--- config.mk ---
export PLATFORM = sky130hd
export DESIGN_NAME = gray_counter
export DESIGN_NICKNAME = d
export VERILOG_FILES = /design/src/rtl/gray_counter_pkg.sv /design/src/rtl/gray_counter_gray2bin_conv.sv /design/src/rtl/gray_counter.sv
export SDC_FILE = /design/constraint.sdc
export NUM_CORES = 1
export LEC_CHECK = 0
export ABC_AREA = 1
export ABC_CLOCK_PERIOD_IN_PS = 2800
export CAP_MARGIN = 25
export CORE_AREA = 3 3 40 42
export CTS_CLUSTER_DIAMETER = 50
export CTS_CLUSTER_SIZE = 14
export DETAILED_ROUTE_END_ITERATION = 12
export DIE_AREA = 0 0 43 45
export HOLD_SLACK_MARGIN = 0.02
export PLACE_DENSITY_LB_ADDON = 0.25
export SLEW_MARGIN = 20
export SYNTH_ARGS = -nofsm -noshare
export SYNTH_HDL_FRONTEND = slang
export SYNTH_SLANG_ARGS = --single-unit
--- constraint.sdc ---
create_clock -name clk -period 2.8 [get_ports clk]
set_input_delay 0.84 -clock clk [delete_from_list [all_inputs] [get_ports clk]]
set_output_delay 0.84 -clock clk [all_outputs]
set_load 0.01 [all_outputs]
--- src/rtl/gray_counter_pkg.sv ---
// ---------------------------------------------------------------------------
// gray_pkg
//   Shared helpers for the Gray-code counter family.
//   - DEFAULT_WIDTH : default counter width.
//   - MAX_WIDTH     : widest vector the helper functions handle.
//   - action_t      : the three things a counter can do on an edge.
//   - bin2gray / gray2bin : width-generic conversions. Callers zero-extend
//     their WIDTH-bit value to wide_t and truncate the result back. Leading
//     zeros map to leading zeros in both directions, so the result is
//     correct for any WIDTH <= MAX_WIDTH.
// ---------------------------------------------------------------------------
package gray_pkg;

  localparam int DEFAULT_WIDTH = 4;
  localparam int MAX_WIDTH     = 64;

  typedef logic [MAX_WIDTH-1:0] wide_t;

  typedef enum logic [1:0] {
    ACT_HOLD = 2'd0,
    ACT_LOAD = 2'd1,
    ACT_STEP = 2'd2
  } action_t;

  function automatic wide_t bin2gray(input wide_t b);
    return b ^ (b >> 1);
  endfunction

  // Prefix XOR from the MSB down: b[i] = b[i+1] ^ g[i].
  function automatic wide_t gray2bin(input wide_t g);
    wide_t b;
    b[MAX_WIDTH-1] = g[MAX_WIDTH-1];
    for (int i = MAX_WIDTH - 2; i >= 0; i--) begin
      b[i] = b[i+1] ^ g[i];
    end
    return b;
  endfunction

endpackage

--- src/rtl/gray_counter_gray2bin_conv.sv ---
// ---------------------------------------------------------------------------
// gray2bin_conv
//   Combinational Gray-to-binary converter (prefix XOR from the MSB down).
//   Ports:
//     gray : input  [WIDTH-1:0]  Gray-coded value
//     bin  : output [WIDTH-1:0]  equivalent binary value
// ---------------------------------------------------------------------------
module gray2bin_conv
  import gray_pkg::*;
#(
  parameter int WIDTH = DEFAULT_WIDTH
) (
  input  logic [WIDTH-1:0] gray,
  output logic [WIDTH-1:0] bin
);

  // A running parity bit carries the prefix XOR. The result vector is
  // never read back, which keeps the logic a clean feed-forward chain.
  logic acc;

  always_comb begin
    acc = 1'b0;
    bin = '0;
    for (int i = WIDTH - 1; i >= 0; i--) begin
      acc    = acc ^ gray[i];
      bin[i] = acc;
    end
  end

endmodule

--- src/rtl/gray_counter.sv ---
// ---------------------------------------------------------------------------
// gray_counter
//   Registered up/down Gray-code counter. Binary and Gray forms both come
//   from flops, so the Gray output is glitch-free for use as a CDC pointer.
//   Priority on each rising edge: load > step (en) > hold.
//
//   Parameters:
//     WIDTH   : counter width in bits (>= 2)
//     RST_VAL : binary value loaded on reset
//
//   Ports:
//     clk          : input            system clock, rising edge
//     rst_n        : input            asynchronous active-low reset
//     en           : input            step enable, one step per cycle
//     up           : input            1 = increment, 0 = decrement
//     load         : input            synchronous load strobe
//     load_is_gray : input            1 = load_val is Gray-coded
//     load_val     : input  [WIDTH]   value to load
//     bin          : output [WIDTH]   registered binary count
//     gray         : output [WIDTH]   registered Gray count
//     tc           : output           combinational terminal count
//     wrap         : output           registered pulse after a wrapping step
//
//   Build option:
//     GRAY_CNT_SAT_EN : when defined, a step taken at terminal count is
//                       blocked (saturating counter), and wrap pulses to
//                       flag the blocked step instead of a rollover.
// ---------------------------------------------------------------------------
module gray_counter
  import gray_pkg::*;
#(
  parameter int               WIDTH   = DEFAULT_WIDTH,
  parameter logic [WIDTH-1:0] RST_VAL = '0
) (
  input  logic             clk,
  input  logic             rst_n,
  input  logic             en,
  input  logic             up,
  input  logic             load,
  input  logic             load_is_gray,
  input  logic [WIDTH-1:0] load_val,
  output logic [WIDTH-1:0] bin,
  output logic [WIDTH-1:0] gray,
  output logic             tc,
  output logic             wrap
);

  localparam logic [WIDTH-1:0] RST_GRAY = RST_VAL ^ (RST_VAL >> 1);

  action_t          action;
  logic [WIDTH-1:0] load_bin;
  logic [WIDTH-1:0] stepped;
  logic [WIDTH-1:0] next_bin;
  logic [WIDTH-1:0] next_gray;
  logic             next_wrap;

  gray2bin_conv #(.WIDTH(WIDTH)) u_load_conv (
    .gray (load_val),
    .bin  (load_bin)
  );

  assign tc      = up ? (&bin) : ~(|bin);
  assign stepped = up ? (bin + WIDTH'(1)) : (bin - WIDTH'(1));

  always_comb begin
    action = ACT_HOLD;
    if (load) begin
      action = ACT_LOAD;
    end else if (en) begin
      action = ACT_STEP;
    end
  end

  // Gray is derived from next_bin, not from the current register, so both
  // registers always change on the same edge and gray never lags bin.
  always_comb begin
    next_bin  = bin;
    next_wrap = 1'b0;
    case (action)
      ACT_LOAD: next_bin = load_is_gray ? load_bin : load_val;
      ACT_STEP: begin
`ifdef GRAY_CNT_SAT_EN
        if (!tc) begin
          next_bin = stepped;
        end
`else
        next_bin = stepped;
`endif
        next_wrap = tc;
      end
      default: next_bin = bin;
    endcase
    next_gray = WIDTH'(bin2gray(wide_t'(next_bin)));
  end

  always_ff @(posedge clk or negedge rst_n) begin
    if (!rst_n) begin
      bin  <= RST_VAL;
      gray <= RST_GRAY;
      wrap <= 1'b0;
    end else begin
      bin  <= next_bin;
      gray <= next_gray;
      wrap <= next_wrap;
    end
  end

endmodule

Yosys cells after proc, flatten, opt, wreduce, memory -nomap -nowiden
Index checks and enable logic that the tools add are counted.
{"block": "totals", "reg_bits": 9, "output_inout_bits": 10}
{"block": "op_classes", "add_sub_neg": 2, "n_eq_ne": 2, "n_mux": 7, "n_bitwise": 5, "n_reduce_logical": 2}
{"op": "$pmux 4 s2", "count": 1}
{"op": "$add 4x1->4 const B", "count": 1}
{"op": "$mux 2", "count": 2}
{"op": "$mux 4", "count": 1}
{"op": "$reduce_and 4->1", "count": 1}
{"op": "$reduce_or 4->1", "count": 1}
{"op": "$sub 4x1->4 const B", "count": 1}
{"op": "$xor 4x3->4", "count": 1}
{"op": "$mux 3", "count": 1}
{"op": "$xor 1x1->1", "count": 3}
{"op": "$eq 2x1->1 const B", "count": 1}
{"op": "$eq 2x2->1 const B", "count": 1}
{"op": "$mux 1", "count": 2}
{"op": "$not 1->1", "count": 1}

Logic depth before layout (Yosys ltp)
Gate-level depths: netlist of the first run.
{"block": "logic_depth", "ltp_word": 6, "ltp_mapped": 9, "depth_no_buf": 9}

By module
From an unflattened synthesis of the first run, not the netlist that was laid out.
{"block": "hier_totals", "hier_cells": 91, "area_unflattened_um2": 626.9}
{"mod": "gray_counter", "n_inst": 1, "cells_each": 72, "area_each_um2": 525.5, "seq_area_each_um2": 200.2}
{"mod": "gray2bin_conv", "n_inst": 1, "cells_each": 19, "area_each_um2": 101.3, "seq_area_each_um2": 0.0}

Worst setup path before layout of the first run
No wires, ideal clock.
{"block": "synth_path", "path_kind": "input port to output port", "from": "in up", "to": "out tc", "arrival_ns": 1.198, "slack_ns": 0.762, "cell_stages": 3, "n_path_buf": 0, "cell_sequence": "nor2_1 -> nand3_1 -> nand2_1"}
{"block": "synth_via", "elab_chain_len": 1}
{"element": "from (decl)", "line_no": "gray_counter.sv:38", "text": "input logic up,"}
{"element": "$mux 1", "line_no": "gray_counter.sv:62", "text": "assign tc = up ? (&bin) : ~(|bin);"}
{"element": "to (decl)", "line_no": "gray_counter.sv:44", "text": "output logic tc,"}
No other way between the ends.

Final worst setup path of the first run
Same ends and word-level chain as after synthesis.

==> implementation parameters, run 1 <==
Parameter                              Value

Critical path
  Arrival time at the worst endpoint    1.75 ns
  CP required    1.96 ns
  Chain of cells forming the critical path    clkdlybuf4s50_1, nand2_1, inv_1, nand4_1, nand2_1, clkbuf_2
  Crit path launch type    input pin
  Number of cells on the worst reg-to-reg path    8
  Most prevalent standard cell on the critical path    sky130_fd_sc_hd__nand2_1
  Worst reg2reg setup slack    1.21 ns
  Largest stage delay on the critical path    0.49 ns
  Worst setup EP type    output pin
  FF-to-FF Start    bin[0]$_DFF_PN0_
  Worst path bufs/invs    3
  Largest delay share family, worst path    buffers and inverters
  Critical path's slowest cell    sky130_fd_sc_hd__clkdlybuf4s50_1
  Peak fanout along the critical path    3
  Capture point of the worst reg-to-reg path    gray[0]$_DFF_PN0_
  Startpoint-to-endpoint class of the critical path    in -> out

Detailed routing
  DR top layer    met3
  Wire length reported by the detailed router    1.22 mm
  DRC violations left    0
  Total number of vias    552
  Vias per inst    4.88
  Number of nets with antenna violations after detailed routing    0
  Final routed wire length divided by cell count    10.8 µm
  Met3 layer wire length in the routed design    82 µm
  Initial DRC Count    5
  Met2 wire length    627 µm
  Met1 routed wirelength after detailed routing    506 µm
  DRT Pass-1 Iters    4

Power
  Net switching share of the total power    0.345
  Worst vdd ir    308 µV
  Static power due to leakage    0.428 nW
  Power density over cell area    552 nW/µm²
  Power share of the clock group    0.190
  Share of total power in combinational logic    0.450
  Internal Dissipation    297 µW
  Sequential fraction of design power    0.360
  Power dissipated by switching net loads    157 µW

Die
  # rows    13
  Height of the chip    45 µm
  Floorplan core area    1280 µm²
  Starting density of the core    0.451
  Horizontal die dimension    43 µm
  Die area    1940 µm²
  IO Pins    20

STA
  Period utilisation layout    0.923
  Final hold violations    0
  Setup-failing EPs final    0
  Max Transition Viols Final    0
  Worst rel slew slack    0.760
  Final clock skew    0.00540 ns
  Final critical path time including I/O delays and setup    2.59 ns
  Slew at the pin closest to its max-slew limit    0.356 ns
  RSZ-0062 raised after global routing    no
  Maximum clock frequency    0.387 GHz

Finish
  Synth-to-layout area growth    41.7%
  Share of cells above drive strength 1    0.204
  Fill cells    129
  NumNets Final    113
  Non-filler instance count after layout    113
  Design area    821 µm²
  Number of diodes    0

Synth
  Sequential fraction of the synthesis area    0.346
  Unique cell type count in the Yosys netlist    23
  Syn nets    87
  Most used flip-flop cell after synthesis    sky130_fd_sc_hd__dfrtp_1
  Count of mapped cells out of synthesis    74
  Count of flip-flops with a built-in enable after synthesis    0
  Async set-or-reset flop fraction in the synthesized netlist    1.00
  Mean Syn Cell Area    7.83 µm²
  Post-synthesis instance area    579 µm²
  Post-synthesis sequential element count    8
  Top cell type by total area after synthesis    sky130_fd_sc_hd__dfrtp_1
  Top-area cell type share of the netlist area    0.346
  Yosys warning count    0
  Top area cells in the synthesized netlist    sky130_fd_sc_hd__dfrtp_1 35%, sky130_fd_sc_hd__nand2_1 12%, sky130_fd_sc_hd__inv_1 6.5%

Clock network
  Clock sinks    8
  Clock insertion delay at the later pin of the skew report    0.25 ns
  Clock tree from TritonCTS    yes
  Buffers from clock root to sink, at most    2
  Post-CTS setup repair buffer count    0
  Num CTS Buffers    3
  Clock root cell    sky130_fd_sc_hd__clkbuf_4
  H-tree levels    1
  Clock Pin Slew Worst Setup and Hold Paths    0.05 ns

Worst hold path
  Terminating pin of the worst hold path    bin[3]$_DFF_PN0_
  Start point of the worst min-delay path    bin[3]$_DFF_PN0_
  Path type of the worst min-delay path    reg -> reg
  Cell depth of the worst min-delay path    2

Global routing
  Global-route wire length before repair    2.15 mm
  Number of antenna violations at the first check in global routing    0
  Via count of the first global-routing pass    523
  GRT Resource Usage Total    0.154
  Remaining Overflow, GRT    0
  Pin count of the biggest net entering global routing    9

Placed design
  Post-DP HPWL    1.06 mm
  Number of input and output port buffers inserted    19
  Post-Place Cells    110
  Global placer's final weighted congestion    0.837
  Cell area reported after detailed placement    803 µm²

Status
  Result of the run    finished clean

Run
  Max-cap violations    0
==> routing by layer <==
metal,vias up,global-route usage
li1,287,-
met1,246,0.164
met2,19,0.269
met3,0,0.0717
met4,0,0.0542
met5,-,0
==> worst reg2reg max path, stage by stage, from the launching register on <==
cell and delay (ns):
sky130_fd_sc_hd__dfrtp_1 0.46, sky130_fd_sc_hd__inv_2 0.08, sky130_fd_sc_hd__fa_1 0.47, sky130_fd_sc_hd__nand2_1 0.10, sky130_fd_sc_hd__o21ai_2 0.07, sky130_fd_sc_hd__a21oi_4 0.16, sky130_fd_sc_hd__inv_1 0.06, sky130_fd_sc_hd__nand2_1 0.06
sky130_fd_sc_hd__nand2_1 0.04
==> power by group through the flow <==
| stage | Sequential [mW] | Clock, mW | Combinational (mW) |
|---|---|---|---|
| CTS | 0.164 | 0.0900 | 0.207 |
| global placement | 0.163 | 0 | 0.203 |
| global route | 0.167 | 0.0969 | 0.226 |
| floorplan | 0.174 | 0 | 0.0976 |
| detailed placement | 0.166 | 0 | 0.207 |
| finish | 0.163 | 0.0861 | 0.204 |
==> how the worst max path moves through the flow <==
stage	from	cells past startpoint	to
after floorplan	up	3	tc
after global placement	up	6	tc
after detailed placement	up	6	tc
after CTS	up	6	tc
after global routing	up	6	tc
final	up	6	tc
==> stage by stage <==
| stage | setup slack, ns | setup TNS [ns] | hold WS (ns) | utilization | power [mW] |
|---|---|---|---|---|---|
| 6_report | 0.214 | 0 | 0.637 | 0.639 | 0.453 |
| 5_1_grt | 0.0810 | 0 | 0.716 | 0.639 | 0.490 |
| 4_1_cts | 0.0753 | 0 | 0.639 | 0.642 | 0.461 |
| 3_5_place_dp | -0.190 | -0.190 | 0.625 | 0.625 | 0.373 |
| 3_3_place_gp | -0.180 | -0.180 | 0.614 | 0.625 | 0.366 |
| 2_1_floorplan | 0.762 | 0 | 0.544 | - | 0.272 |
==> cells in the mapped netlist (all sizes together) (2+ instances only) <==
cell type  instances
nand4              2
inv               14
nand3              7
o21ai              2
nor2               5
ha                 2
a21oi              4
nand2             21
xor2               3
dfrtp              8
==> layout make-up <==
class	count	area, µm²	share of cell area
Multi-Input combinational cell	51	319	0.389
Sequential cell	8	200	0.244
Inverter	14	52.6	0.0640
Tap cell	15	18.8	0.0229
Timing Repair Buffer	22	208	0.253
Clock buffer	3	22.5	0.0274
==> cells by family (layout without fill, tap and decap cells) <==
family	count (synthesis)	count (layout)	share of synthesized area
buffers and inverters	15	39	0.104
adders and majority gates	3	3	0.0777
xor gates and xnor gates	3	3	0.0454
and+or+nand+nor	36	36	0.305
AOI/OAI and AO/OA	9	9	0.123
DFF	8	8	0.346
==> layout by cell type (no fill, tap or decap) <==
cell                              synthesis  routed
sky130_fd_sc_hd__o21ai_0                  1       1
sky130_fd_sc_hd__ha_1                     2       2
sky130_fd_sc_hd__nand3_1                  6       6
sky130_fd_sc_hd__nor2_2                   1       1
sky130_fd_sc_hd__fa_1                     1       1
sky130_fd_sc_hd__nor2_1                   4       4
sky130_fd_sc_hd__a22oi_1                  1       1
sky130_fd_sc_hd__a21oi_1                  3       3
sky130_fd_sc_hd__a21oi_4                  1       1
sky130_fd_sc_hd__nand2_2                  2       2
sky130_fd_sc_hd__nand4_1                  2       2
sky130_fd_sc_hd__nand3_2                  1       1
sky130_fd_sc_hd__o21ai_2                  1       1
sky130_fd_sc_hd__nand2_1                 18      18
sky130_fd_sc_hd__o22ai_1                  1       1
sky130_fd_sc_hd__clkbuf_2                 0       1
sky130_fd_sc_hd__clkbuf_4                 0       3
sky130_fd_sc_hd__nand3b_2                 1       1
sky130_fd_sc_hd__inv_1                   10      10
sky130_fd_sc_hd__clkdlybuf4s50_1          0      18
sky130_fd_sc_hd__buf_4                    1       3
sky130_fd_sc_hd__o211ai_2                 1       1
sky130_fd_sc_hd__dfrtp_1                  8       8
sky130_fd_sc_hd__xor2_1                   3       3
sky130_fd_sc_hd__inv_2                    4       4
sky130_fd_sc_hd__nand2_4                  1       1
==> state kept, by name, indices dropped and copies added (netlist names) <==
register  cells
bin           4
wrap          1
gray          3
==> timing repair <==
action | CTS | global route
hold endpoints to repair | 0 | 0
setup endpoints to repair | 1 | 1
hold buffers | 0 | 0
pin swaps | 0 | 0
resized for setup | 1 | 2
Power figures use the tool's default switching activity.
==> run 2: changes to the inputs <==
- SETUP_SLACK_MARGIN: not set -> 0.1
==> run 2 against run 1 <==
Against the previous run: clock skew unchanged; power about the same; sequential power about the same; core utilization increased by 0.19 points; cell count unchanged; global-route usage unchanged; critical path depth decreased by 1; clock-buffer cell count unchanged; first-iteration DRC count unchanged.
==> implementation parameters, run 2 (same netlist as run 1, synthesis figures left out) <==
Parameter                              Value

Power
  Worst vdd ir    308 µV
  Static power due to leakage    0.437 nW
  Final Power    453 µW
  Power density over cell area    550 nW/µm²

Global routing
  Via count of the first global-routing pass    523
  Remaining Overflow, GRT    0
  Global-route wire length before repair    2.15 mm
  Number of antenna violations at the first check in global routing    0
  Pin count of the biggest net entering global routing    9
  GRT Resource Usage Total    0.154

Clock network
  Clock sinks    8
  Clock Pin Slew Worst Setup and Hold Paths    0.05 ns
  Num CTS Buffers    3
  Clock root cell    sky130_fd_sc_hd__clkbuf_4
  Total of hold buffers inserted after clock tree synthesis    0
  Clock tree from TritonCTS    yes
  H-tree levels    1
  Clock insertion delay at the later pin of the skew report    0.25 ns
  Post-CTS setup repair buffer count    0
  Buffers from clock root to sink, at most    2

Die
  # rows    13
  Die area    1940 µm²
  Floorplan core area    1280 µm²
  Height of the chip    45 µm
  IO Pins    20
  Horizontal die dimension    43 µm
  Starting density of the core    0.451

Worst hold path
  Start point of the worst min-delay path    bin[3]$_DFF_PN0_
  Terminating pin of the worst hold path    bin[3]$_DFF_PN0_
  Cell depth of the worst min-delay path    2
  Path type of the worst min-delay path    reg -> reg

Finish
  Max reg flops    4
  Finished Core Util    0.641
  Registers with the most flip-flops    bin (4), gray (3), wrap (1)
  Commonest cells after routing, fill and taps aside    18 x sky130_fd_sc_hd__nand2_1, 17 x sky130_fd_sc_hd__clkdlybuf4s50_1, 10 x sky130_fd_sc_hd__inv_1
  NumNets Final    113
  Fill cells    129
  Area used by sequential logic in the layout    200 µm²
  Top reg by flops    bin
  Synth-to-layout area growth    42.1%
  Commonest non-fill, non-tap cell in the layout    sky130_fd_sc_hd__nand2_1
  Share of cells above drive strength 1    0.204
  Number of diodes    0
  Multi-input logic area    319 µm²

Critical path
  Number of cells on the worst reg-to-reg path    8
  Worst setup EP type    output pin
  Crit path launch type    input pin
  Worst reg2reg setup slack    1.21 ns
  FF-to-FF Start    bin[0]$_DFF_PN0_
  Critical path's slowest cell    sky130_fd_sc_hd__dlymetal6s2s_1
  Arrival time at the worst endpoint    1.42 ns
  Capture point of the worst reg-to-reg path    gray[0]$_DFF_PN0_
  CP required    1.96 ns
  Peak fanout along the critical path    3
  Chain of cells forming the critical path    dlymetal6s2s_1, nor2_1, nand3_1, nand2_1, clkbuf_2
  Largest stage delay on the critical path    0.14 ns
  Startpoint-to-endpoint class of the critical path    in -> out

STA
  Worst rel slew slack    0.760
  Setup-failing EPs final    0
  Final clock skew    0.00540 ns
  Final total negative setup slack    0 ns
  Maximum clock frequency    0.443 GHz
  Final hold violations    0
  Period utilisation layout    0.805
  Final critical path time including I/O delays and setup    2.26 ns
  Slew at the pin closest to its max-slew limit    0.356 ns
  RSZ-0062 raised after global routing    no
  Max Transition Viols Final    0

Detailed routing
  DRT Pass-1 Iters    4
  Final routed wire length divided by cell count    10.7 µm
  Vias per inst    4.88
  Total number of vias    552
  Initial DRC Count    5
  Number of nets with antenna violations after detailed routing    0
  DRC violations left    0
  Wire length reported by the detailed router    1.21 mm

Placed design
  Post-DP HPWL    1.06 mm
  Number of input and output port buffers inserted    19
  Global placer's final weighted congestion    0.837

Run
  Max-cap violations    0

Status
  Result of the run    finished clean
run 2: cell types whose count changed in the layout (fill, tap and decap cells not counted), sizes merged:
cell           previous run  this run
clkdlybuf4s50            18        17
dlymetal6s2s              0         1
run 2: how the worst max path moves through the flow:
stage          startpoint  endpoint  slack (ns)  depth (start not counted)
4_1_cts                up        tc        0.10                          6
3_5_place_dp           up        tc       -0.19                          6
3_3_place_gp           up        tc       -0.18                          6
6_report               up        tc        0.54                          5
5_1_grt                up        tc        0.45                          6
2_1_floorplan          up        tc        0.76                          3
run 2: power breakdown:
group	total, mW	switching, mW	internal [mW]
clock	0.0861	0.0372	0.0489
sequential	0.163	0.0218	0.141
combinational	0.204	0.0976	0.106
run 2: layout make-up:
| type | count | area share |
|---|---|---|
| Clock buffer | 3 | 0.0274 |
| Inverter | 14 | 0.0638 |
| Multi-Input combinational cell | 51 | 0.388 |
| Sequential cell | 8 | 0.243 |
| Tap cell | 15 | 0.0228 |
| Timing Repair Buffer | 22 | 0.255 |
run 2: critical path, delay by kind of cell:
kind	cells	cell delay [ns]
AND/OR/NAND/NOR	3	0.32
buffers and inverters	2	0.26
run 2: metrics by stage:
| step | std cells | instance area (µm²) | setup WS [ns] | hold WS [ns] |
|---|---|---|---|---|
| after floorplan | 74 | 579 | 0.762 | 0.544 |
| after global placement | 110 | 803 | -0.180 | 0.614 |
| after detailed placement | 110 | 803 | -0.190 | 0.625 |
| after CTS | 113 | 826 | 0.102 | 0.639 |
| after global routing | 113 | 823 | 0.448 | 0.716 |
| final | 113 | 823 | 0.545 | 0.637 |
run 2: per-layer routing:
metal / vias to the layer above / track usage / share of wire
li1: 287 / - / -
met2: 19 / 0.269 / 0.52
met4: 0 / 0.0542 / 0
met3: 0 / 0.0717 / 0.068
met1: 246 / 0.164 / 0.41
met5: - / 0 / 0
run 2: repair_timing:
item                       in CTS  in global routing
resized for setup               2                  2
setup endpoints to repair       1                  1
pin swaps                       0                  1
